**config.mk**
```make
export PLATFORM = sky130hd
export DESIGN_NAME = bit_serial_logic_unit_flat
export DESIGN_NICKNAME = d
export VERILOG_FILES = /design/src/rtl/bit_serial_logic_unit_if.sv /design/src/rtl/bit_serial_logic_unit.sv /design/src/flat_wrapper.sv
export SDC_FILE = /design/constraint.sdc
export NUM_CORES = 1
export LEC_CHECK = 0
export BUFFER_PORTS_ARGS = -buffer_cell sky130_fd_sc_hd__buf_2
export CORE_ASPECT_RATIO = 1.4
export CORE_MARGIN = 2
export CORE_UTILIZATION = 58
export DETAILED_ROUTE_END_ITERATION = 8
export GPL_ROUTABILITY_DRIVEN = 0
export PLACE_DENSITY = 0.89
export SETUP_SLACK_MARGIN = 0.3
export SLEW_MARGIN = 20
export SYNTH_ARGS = -nofsm -noshare
export SYNTH_HDL_FRONTEND = slang
export SYNTH_SLANG_ARGS = --single-unit
export TNS_END_PERCENT = 100
```
**constraint.sdc**
```tcl
create_clock -name clock -period 2.06 [get_ports clock]
set_input_delay 0.206 -clock clock [delete_from_list [all_inputs] [get_ports clock]]
set_output_delay 0.206 -clock clock [all_outputs]
set_load 0.1 [all_outputs]
```
**src/rtl/bit_serial_logic_unit_if.sv**
```systemverilog
// Operand/result bundle for the bit-serial logic unit.
// Latency: none, this is only the signal group.
// Backpressure: none; start is a single-cycle request and is ignored while the unit is busy.
interface bit_serial_logic_unit_if #(
    parameter int WIDTH = 32
);
    logic             start;
    logic [1:0]       op;
    logic [WIDTH-1:0] a;
    logic [WIDTH-1:0] b;
    logic             busy;
    logic             done;
    logic [WIDTH-1:0] result;

    // Requester side: issues operations and observes completion
    modport master (
        output start, op, a, b,
        input  busy, done, result
    );

    // Unit side: accepts operations and reports completion
    modport slave (
        input  start, op, a, b,
        output busy, done, result
    );
endinterface

```
**src/rtl/bit_serial_logic_unit.sv**
```systemverilog
// Bit-serial AND/OR/NOT/NEGATE unit, one operand bit per clock, LSB first.
// Latency: done is high in the cycle after the WIDTH-th edge following the start edge.
// Backpressure: start is accepted in IDLE or DONE only; while RUN it is dropped silently.
module bit_serial_logic_unit #(
    parameter int WIDTH = 32
) (
    input  logic                  clock,
    input  logic                  clear,
    bit_serial_logic_unit_if.slave bus
);
    localparam int CW = $clog2(WIDTH) + 1;

    typedef enum logic [1:0] {
        S_IDLE,
        S_RUN,
        S_DONE
    } state_t;

    localparam logic [1:0] OP_AND = 2'b00;
    localparam logic [1:0] OP_OR  = 2'b01;
    localparam logic [1:0] OP_NOT = 2'b10;
    localparam logic [1:0] OP_NEG = 2'b11;

    state_t           r_state;
    state_t           w_state_nxt;
    logic             w_accept;
    logic             w_last;
    logic             w_bit;
    logic [WIDTH-1:0] w_sr_nxt;

    // Operands are shifted right each RUN cycle so bit 0 is always the current bit
    logic [WIDTH-1:0] r_a;
    logic [WIDTH-1:0] r_b;
    logic [1:0]       r_op;
    logic [CW-1:0]    r_cnt;
    logic             r_seen;
    logic [WIDTH-1:0] r_sr;
    logic [WIDTH-1:0] r_result;

    // State register; clear forces IDLE ahead of any start request
    always_ff @(posedge clock) begin
        if (clear) begin
            r_state <= S_IDLE;
        end else begin
            r_state <= w_state_nxt;
        end
    end

    // Next-state decode plus the accept/last-bit strobes the datapath uses
    always_comb begin
        w_state_nxt = r_state;
        w_accept    = 1'b0;
        w_last      = 1'b0;
        case (r_state)
            S_IDLE: begin
                if (bus.start) begin
                    w_accept    = 1'b1;
                    w_state_nxt = S_RUN;
                end
            end
            S_RUN: begin
                if (r_cnt == CW'(WIDTH - 1)) begin
                    w_last      = 1'b1;
                    w_state_nxt = S_DONE;
                end
            end
            S_DONE: begin
                if (bus.start) begin
                    w_accept    = 1'b1;
                    w_state_nxt = S_RUN;
                end else begin
                    w_state_nxt = S_IDLE;
                end
            end
            default: begin
                w_state_nxt = S_IDLE;
            end
        endcase
    end

    // Current result bit; NEGATE copies bits up to and including the first 1, then inverts
    always_comb begin
        w_bit = 1'b0;
        case (r_op)
            OP_AND:  w_bit = r_a[0] & r_b[0];
            OP_OR:   w_bit = r_a[0] | r_b[0];
            OP_NOT:  w_bit = ~r_a[0];
            OP_NEG:  w_bit = r_seen ? ~r_a[0] : r_a[0];
            default: w_bit = 1'b0;
        endcase
        w_sr_nxt = {w_bit, r_sr[WIDTH-1:1]};
    end

    // Datapath: latch on accept, shift one bit per RUN cycle, publish result on the last bit
    always_ff @(posedge clock) begin
        if (clear) begin
            r_a      <= '0;
            r_b      <= '0;
            r_op     <= '0;
            r_cnt    <= '0;
            r_seen   <= 1'b0;
            r_sr     <= '0;
            r_result <= '0;
        end else if (w_accept) begin
            r_a    <= bus.a;
            r_b    <= bus.b;
            r_op   <= bus.op;
            r_cnt  <= '0;
            r_seen <= 1'b0;
            r_sr   <= '0;
        end else if (r_state == S_RUN) begin
            r_a    <= r_a >> 1;
            r_b    <= r_b >> 1;
            r_cnt  <= r_cnt + CW'(1);
            r_seen <= r_seen | r_a[0];
            r_sr   <= w_sr_nxt;
            if (w_last) begin
                r_result <= w_sr_nxt;
            end
        end
    end

    assign bus.busy   = (r_state == S_RUN);
    assign bus.done   = (r_state == S_DONE);
    assign bus.result = r_result;

endmodule

```
**src/flat_wrapper.sv**
```systemverilog
// flat-port wrapper written by rule: the top's interface ports become plain ports
module bit_serial_logic_unit_flat 
#(
    parameter int WIDTH = 32
)
  (clock, clear, bus_start, bus_op, bus_a, bus_b, bus_busy, bus_done, bus_result);
  bit_serial_logic_unit_if #(.WIDTH(WIDTH)) bus_i ();
  input  logic clock;
  input  logic clear;
  input wire logic [$bits(bus_i.start)-1:0] bus_start;
  input wire logic [$bits(bus_i.op)-1:0] bus_op;
  input wire logic [$bits(bus_i.a)-1:0] bus_a;
  input wire logic [$bits(bus_i.b)-1:0] bus_b;
  output wire logic [$bits(bus_i.busy)-1:0] bus_busy;
  output wire logic [$bits(bus_i.done)-1:0] bus_done;
  output wire logic [$bits(bus_i.result)-1:0] bus_result;
  assign bus_i.start = bus_start;
  assign bus_i.op = bus_op;
  assign bus_i.a = bus_a;
  assign bus_i.b = bus_b;
  assign bus_busy = bus_i.busy;
  assign bus_done = bus_i.done;
  assign bus_result = bus_i.result;
  bit_serial_logic_unit #(.WIDTH(WIDTH)) u_core (.clock(clock), .clear(clear), .bus(bus_i));
endmodule
```
; ---- Word-level counts from Yosys, hierarchy flattened
; Index checks and enable logic that the tools add are counted.
[totals]
ff_bits = 139
out_inout_bits = 34
[op_classes]
add_sub_neg = 1
eq_ne = 8
muxes = 14
bitwise_logic = 5
reduce_logical = 7
[ops]
columns = op, count
row1 = 32-bit two-way mux, 4
row2 = "6-bit by 1-bit adder with 6-bit output, second input constant", 1
row3 = "2-bit equality test, second input constant", 3
row4 = "6-bit by 5-bit equality test with 1-bit output, second input constant", 1
row5 = 1-bit two-way mux, 6
row6 = 2-bit case mux with 3 select lines, 1
row7 = "2-bit by 1-bit equality test with 1-bit output, second input constant", 2
row8 = 2-bit logical NOT, 2
row9 = 2-bit two-way mux, 2
row10 = 1-bit case mux with 4 select lines, 1
row11 = 2-bit OR reduction, 2
row12 = 3-bit AND reduction, 1
row13 = "2-bit by 1-bit inequality test with 1-bit output, second input constant", 1
row14 = "2-bit inequality test, second input constant", 1
row15 = 1-bit NOT, 2
row16 = 1-bit bitwise OR, 2
row17 = 2-bit AND reduction, 1
row18 = 2-bit nonzero test, 1
row19 = 1-bit AND, 1

; ---- Depth between registers and ports, before layout
; Gate-level depths: netlist of the first run.
[depth]
ltp_word = 5
depth_mapped = 7
mapped_depth_nobuf = 5

; ---- Least setup slack after synthesis of the first run
; OpenSTA, ideal clock, no wires.
[synth_timing]
kind = register -> output
start = reg u_core.r_state[0]
end = out bus_done
arrival_ns = 1.664
t_required_ns = 1.854
path_slack_ns = 0.190
path_stages_with_launch = 2
n_path_buf = 0
cell_sequence = dfxtp_1 > nor2b_1
[synth_via]
elab_chain_cells = 1
[synth_rtl]
columns = element, line
row1 = "start, declared", bit_serial_logic_unit.sv:24  ; state_t r_state;
row2 = "start signal, assigned", bit_serial_logic_unit.sv:45  ; r_state <= w_state_nxt;
row3 = 2-bit equality test, bit_serial_logic_unit.sv:124  ; assign bus.done = (r_state == S_DONE);
row4 = "end, declared", flat_wrapper.sv:15  ; output wire logic [$bits(bus_i.done)-1:0] bus_done;
; Every way passes these cells.

; ---- Final worst setup path of the first run
[layout_timing]
start = reg u_core.r_state[1]
end = out bus_busy
[layout_via]
elab_chain_cells = 1
[layout_rtl]
columns = element, line
row1 = 2-bit by 1-bit equality test with 1-bit output, bit_serial_logic_unit.sv:123  ; assign bus.busy = (r_state == S_RUN);
row2 = "end, declared", flat_wrapper.sv:14  ; output wire logic [$bits(bus_i.busy)-1:0] bus_busy;
; Every way passes these cells.

==> results of run 1 <==
-- cells by family (layout without fill, tap and decap cells) --
family	after synthesis	after routing	synth area share [%]
buf+inv	60	148	6.18
fa+ha+maj	2	2	0.461
mux	1	1	0.185
xor+xnor	5	5	0.808
compound gates	137	137	17.4
simple gates	335	336	24.1
flops	138	138	50.9
-- registers in the layout, indices dropped and copies added (netlist names) --
signal and cells:
u_core.r_seen 1, u_core.r_b 32, u_core.r_op 2, u_core.r_a 32
u_core.r_sr 31, u_core.r_state 2, u_core.bus.result 32, u_core.r_cnt 6
-- layer usage --
| layer | wire [um] | vias to the layer above |
|---|---|---|
| met2 | 6390 | 177 |
| met3 | 779 | 14 |
| met1 | 5230 | 2307 |
| met5 | 0 | - |
| met4 | 146 | 0 |
| li1 | - | 2439 |
-- worst min-delay path: cells and delay by family --
| kind | cells | cell delay [ps] |
|---|---|---|
| compound gates | 1 | 50 |
| buf+inv | 1 | 110 |
| simple gates | 1 | 50 |
-- power by group through the flow --
stage / Sequential, mW / Combinational (mW) / Clock [mW]
final: 2.86 / 0.556 / 2.87
after global routing: 2.88 / 0.616 / 3.01
after CTS: 2.86 / 0.553 / 2.89
after detailed placement: 2.91 / 0.526 / 0
after global placement: 2.91 / 0.506 / 0
after floorplan: 2.90 / 0.391 / 0
-- per-stage QoR --
step	setup slack [ps]	instances	power [mW]	hold WS (ps)
4_1_cts	430	874	6.31	45.6
5_1_grt	394	874	6.50	52.3
6_report	446	874	6.29	54.7
3_3_place_gp	569	843	3.41	441
3_5_place_dp	461	843	3.44	443
2_1_floorplan	629	678	3.29	342
-- final cells by class --
| cell class | instances | area [sq um] |
|---|---|---|
| clock buffer | 26 | 519 |
| clock inverter | 2 | 35.0 |
| fill | 689 | 2560 |
| inverter | 3 | 12.5 |
| multi-input combinational | 481 | 2350 |
| sequential | 138 | 2760 |
| tap | 107 | 134 |
| timing repair buffer | 117 | 703 |
-- layout by cell type, fill, tap and decap left out, drive strengths merged --
cell type / instances
a311oi: 55
bufbuf: 1
nor2b: 3
o32a: 1
and4b: 1
nor3: 5
and3: 2
buf: 116
a22oi: 4
inv: 2
nor2: 70
xor2: 4
nor3b: 1
o311ai: 2
nand2b: 4
bufinv: 1
nand2: 247
clkinv: 2
a211oi: 1
nand3: 1
dfxtp: 138
clkbuf: 26
mux2i: 1
a21oi: 70
xnor2: 1
nand4: 2
o22ai: 4
ha: 2
-- worst max-delay path by stage --
stage               depth (start not counted)  slack, ps                                end
finish                                      4        450                           bus_busy
floorplan                                   6        630       u_core.r_cnt[1]$_SDFFE_PP0P_
global route                                4        390                           bus_busy
detailed placement                          6        460  u_core.bus.result[5]$_SDFFE_PP0P_
global placement                            6        570  u_core.bus.result[2]$_SDFFE_PP0P_
CTS                                         4        430                           bus_busy
-- what timing repair did --
| action | 4_1_cts | 5_1_grt |
|---|---|---|
| resized for setup | 1 | 0 |
| endpoints found under the setup margin | 1 | 0 |
| buffers inserted | 1 | 0 |
| endpoints found under the hold margin | 0 | 0 |
==> results.yml, run 1 <==
status:
  outcome: "complete, but fails checks"
  violations: "DRC"
worst_setup_path:
  cp.buffers_inverters: 3
  critical_path.startpoint: "u_core.r_state[1]$_SDFFE_PP0P_"
  slowest_delay_ps: 350
  critical_path_class: "reg -> out"
  path_cells: "nand2b_4 > clkinv_2 > buf_12 > buf_12"
  worst-r2r-cell-count: 4
  critPathArrivalTime_ps: 1410
  critPathLaunchType: "flop"
  r2r-end: "u_core.r_a[12]$_SDFFE_PP0P_"
  worstPathRequired_ps: 1850
  crit_path_frequent_cell: "buf_12"
  crit_path_end_kind: "output pin"
  r2r_slack_ps: 560
  critical_path.max_fanout: 34
  r2r_start: "u_core.r_state[0]$_SDFFE_PP0P_"
  crit_family: "buffers and inverters"
  crit_slowest_cell: "dfxtp_1"
power:
  seqPwrFrac_pct: 45.5
  p_switching_mw: 1.46
  leakagePower_nw: 2.51
  p_comb_share_pct: 8.8
  internal_power_mw: 4.83
  ir_worst_vdd_v: 0.000809
  powerDensity_mw_per_mm2: 965
  switching_share_pct: 23.2
  p_clk_share_pct: 45.7
place:
  portBuffers: 102
  placed_area_sq_mm: 0.00591
  dp_hpwl_mm: 7.62
min_path:
  hold_depth: 3
  worstHoldStart: "bus_op[1]"
  hold_end: "u_core.r_op[1]$_SDFFE_PP0P_"
  min_path_type: "in -> reg"
global_route:
  grt_pass1_vias: 4623
  grt_use_met3_pct: 6.15
  antenna_found_initial: 0
  gr-total-overflow: 0
  grt_max_degree: 80
  grt_pass1_wl_mm: 20.8
  busiest_layer: "met2"
  grt.total_usage_pct: 25.3
  gr-usage-met2_pct: 43.1
  grtUsageMet1_pct: 30.6
clock_tree:
  cts_buffer_depth: 2
  clkTransAtPathRegs_ps: 60
  cts-root-buf: "clkbuf_16"
  insertion_delay_ps: 410
  cts_tree: "built"
  clock_sinks: 138
  cts_buffers: 17
  cts_htree_levels: 4
  holdBufCountCts: 0
synthesis:
  synth-edff-count: 0
  netlist_area_sq_mm: 0.00542
  synthTopCellsByCount: "nand2_1, dfxtp_1, nor2_1, a21oi_1, a311oi_1"
  synthFlopType: "dfxtp_1"
  synth_most_common_cell: "nand2_1"
  synth_top_area_share_pct: 50.9
  ys_ff_latch: 138
  ys_seq_area_share_pct: 50.9
  ys_types: 31
  synth_top_area_cell: "dfxtp_1"
  netlist_instances: 678
  synth_nets: 749
  synth.avg_cell_area_sq_um: 8.00
  async_reset_ff_share_pct: 0
  synthTopCellsByArea: "dfxtp_1, nand2_1, a311oi_1, a21oi_1, nor2_1"
  ys_warn_count: 0
flow_run:
  cap_violations: 0
timing:
  rsz0062_at_grt: "false"
  hold_viol: 0
  slew_headroom_pct: 67.7
  finalSetupTns_ps: 0
  slew_viol_final: 0
  max_freq_mhz: 620
  period_needed_ps: 1610
  setup_viol: 0
  fin_worst_skew_ps: 7.50
  fin_crit_sh_pct: 78.4
  tightest_slew_ps: 488
routing:
  post_drt_via_cell_ratio: 5.65
  drt_iter0_markers: 239
  via_count: 4937
  ant_nets: 0
  drt-total-wl_mm: 12.5
  first_pass_iters: 6
  wl_per_cell_um: 14.4
  drcViolationCount: 5
finish:
  fin_area_sq_mm: 0.00652
  postLayoutCoreUtil_pct: 71.8
  drive_above_1_share_pct: 20.1
  n_antenna_cell: 0
  final_nets: 829
  synthToLayoutAreaGrowth_pct: 20.2
die:
  initial_utilization_pct: 59.7
  core_sq_mm: 0.00908
  die_width_um: 85.7
  dieArea_sq_mm: 0.0102
  die_h_um: 118
  num_rows: 41
  boundaryPins: 103
No activity file was read; power rests on OpenSTA's default activity.
==> inputs of run 2 (changes only) <==
Settings changed: CORE_UTILIZATION 58 to 49, PLACE_DENSITY 0.89 to 0.81.
Clock period 2.06 ns to 1.35 ns, I/O delays scaled along.
==> run 2 against run 1 <==
The flow finishes with violations (setup timing). Setup slack worse by 610 ps. Global-route usage increased by 4.6 points. Combinational power grew to 3.3 times the previous value. Flip-flop and latch count stayed put. Critical path type is now reg -> reg. Sequential power rose by 53%. Final cell count increased by 15%.
==> results.yml, run 2 (synthesis gave the netlist of run 1 again) <==
die:
  core_sq_mm: 0.0108
  boundaryPins: 103
  initial_utilization_pct: 50.2
  die_h_um: 128
  die_width_um: 92.9
  num_rows: 45
  dieArea_sq_mm: 0.0119
finish:
  final_nets: 922
  synthToLayoutAreaGrowth_pct: 72.4
  drive_above_1_share_pct: 47.1
  fin_area_sq_mm: 0.00935
  final_common_cell: "nand2_1"
  n_antenna_cell: 0
  final_cell_mix: "nand2_1, dfxtp_1, buf_2"
routing:
  ant_nets: 0
  drt_iter0_markers: 385
  drt-total-wl_mm: 21.4
  drcViolationCount: 0
  first_pass_iters: 5
  via_count: 6024
  wl_per_cell_um: 21.3
  post_drt_via_cell_ratio: 5.99
timing:
  hold_slack_ps: 3.53
  setup_viol: 80
  slew_viol_final: 0
  rsz0062_at_grt: "true"
  fin_crit_sh_pct: 112
  tightest_slew_ps: 455
  max_freq_mhz: 662
  slew_headroom_pct: 69.7
  period_needed_ps: 1510
  fin_worst_skew_ps: 8.48
  worst_slack_ps: -161
  hold_viol: 0
status:
  outcome: "complete, but fails checks"
  violations: "setup timing"
worst_setup_path:
  worst-r2r-cell-count: 5
  r2r_start: "u_core.r_cnt[0]$_SDFFE_PP0P_"
  critical_path.max_fanout: 5
  crit_path_end_kind: "flop"
  critPathArrivalTime_ps: 1850
  critical_path_class: "reg -> reg"
  critical_path.startpoint: "u_core.r_cnt[0]$_SDFFE_PP0P_"
  worstPathRequired_ps: 1690
  crit_slowest_cell: "dfxtp_1"
  critPathLaunchType: "flop"
  path_cells: "ha_2 > and3_4 > buf_4 > o311ai_1 > a21oi_1"
  slowest_delay_ps: 430
clock_tree:
  cts_htree_levels: 4
  cts_buffers: 17
  clkTransAtPathRegs_ps: 60
  cts-root-buf: "clkbuf_16"
  clock_sinks: 138
  cts_tree: "built"
  insertion_delay_ps: 420
  cts_buffer_depth: 2
global_route:
  grt_pass1_wl_mm: 27.8
  antenna_found_initial: 0
  grt_max_degree: 70
  grt_pass1_vias: 5605
  gr-total-overflow: 0
  grt.total_usage_pct: 29.9
place:
  portBuffers: 102
  pre_cts_ws_ps: 15.6
  dp_hpwl_mm: 7.76
  placed_area_sq_mm: 0.00626
min_path:
  hold_depth: 3
  worstHoldStart: "bus_a[20]"
  min_path_type: "in -> reg"
power:
  power.total_mw: 11.5
  leakagePower_nw: 3.45
  ir_worst_vdd_v: 0.000975
  powerDensity_mw_per_mm2: 1230
flow_run:
  cap_violations: 0
## run 2: cell types whose count changed in the layout (fill, tap and decap cells not counted), sizes merged, moves of 2 or more
cell	change
dlygate4sd3	+19
bufbuf	+2
clkinv	+2
clkinvlp	+2
bufinv	+4
buf	+67
## run 2: worst paths after layout
| kind | end | slack [ps] |
|---|---|---|
| setup reg to reg | u_core.bus.result[31]$_SDFFE_PP0P_ | -160 |
| hold reg to reg | u_core.bus.result[3]$_SDFFE_PP0P_ | 470 |
| setup / recovery | u_core.bus.result[31]$_SDFFE_PP0P_ | -160 |
| hold / removal | u_core.r_a[20]$_SDFFE_PP0P_ | 4 |
## run 2: routing by layer
metal	part of all wire, %	global-route usage [%]	vias up	routed length [um]
met1	36	33.3	2926	7610
met4	4.3	13.2	0	922
li1	-	-	2640	-
met3	6.8	6.32	92	1460
met2	53	54.4	366	11400
met5	0	0	-	0
## run 2: area by class of cell
cell class	instances	area, sq um
Tap cell	141	176
Multi-Input combinational cell	482	3080
Timing Repair Buffer	209	2560
Clock inverter	11	189
Inverter	3	16.3
Fill cell	496	1460
Clock buffer	21	480
Sequential cell	138	2840
## run 2: what timing repair did
item | in CTS | in global routing
hold buffers | 19 | 0
cloned | 20 | 6
pin swaps | 27 | 44
hold endpoints to repair | 20 | 0
setup buffers | 22 | 16
endpoints found under the setup margin | 172 | 172
gates resized for setup | 236 | 108
## run 2: through the flow
step / instances / utilization (%) / setup TNS, ps
4_1_cts: 983 / 80.3 / -3600
6_report: 1005 / 86.5 / -5680
2_1_floorplan: 678 / - / 0
5_1_grt: 1005 / 86.5 / -9170
3_3_place_gp: 890 / 58.0 / 0
3_5_place_dp: 890 / 58.0 / 0
## run 2: critical path: cells and delay by family (launching register included)
| kind | cells | cell delay (ps) |
|---|---|---|
| buf+inv | 1 | 150 |
| compound gates | 2 | 250 |
| simple gates | 1 | 290 |
| fa+ha+maj | 1 | 300 |
| flops | 1 | 430 |
## run 2: power by group
part	switching, mW	internal (mW)
sequential	0.134	4.24
combinational	0.926	0.882
clock	1.85	3.47
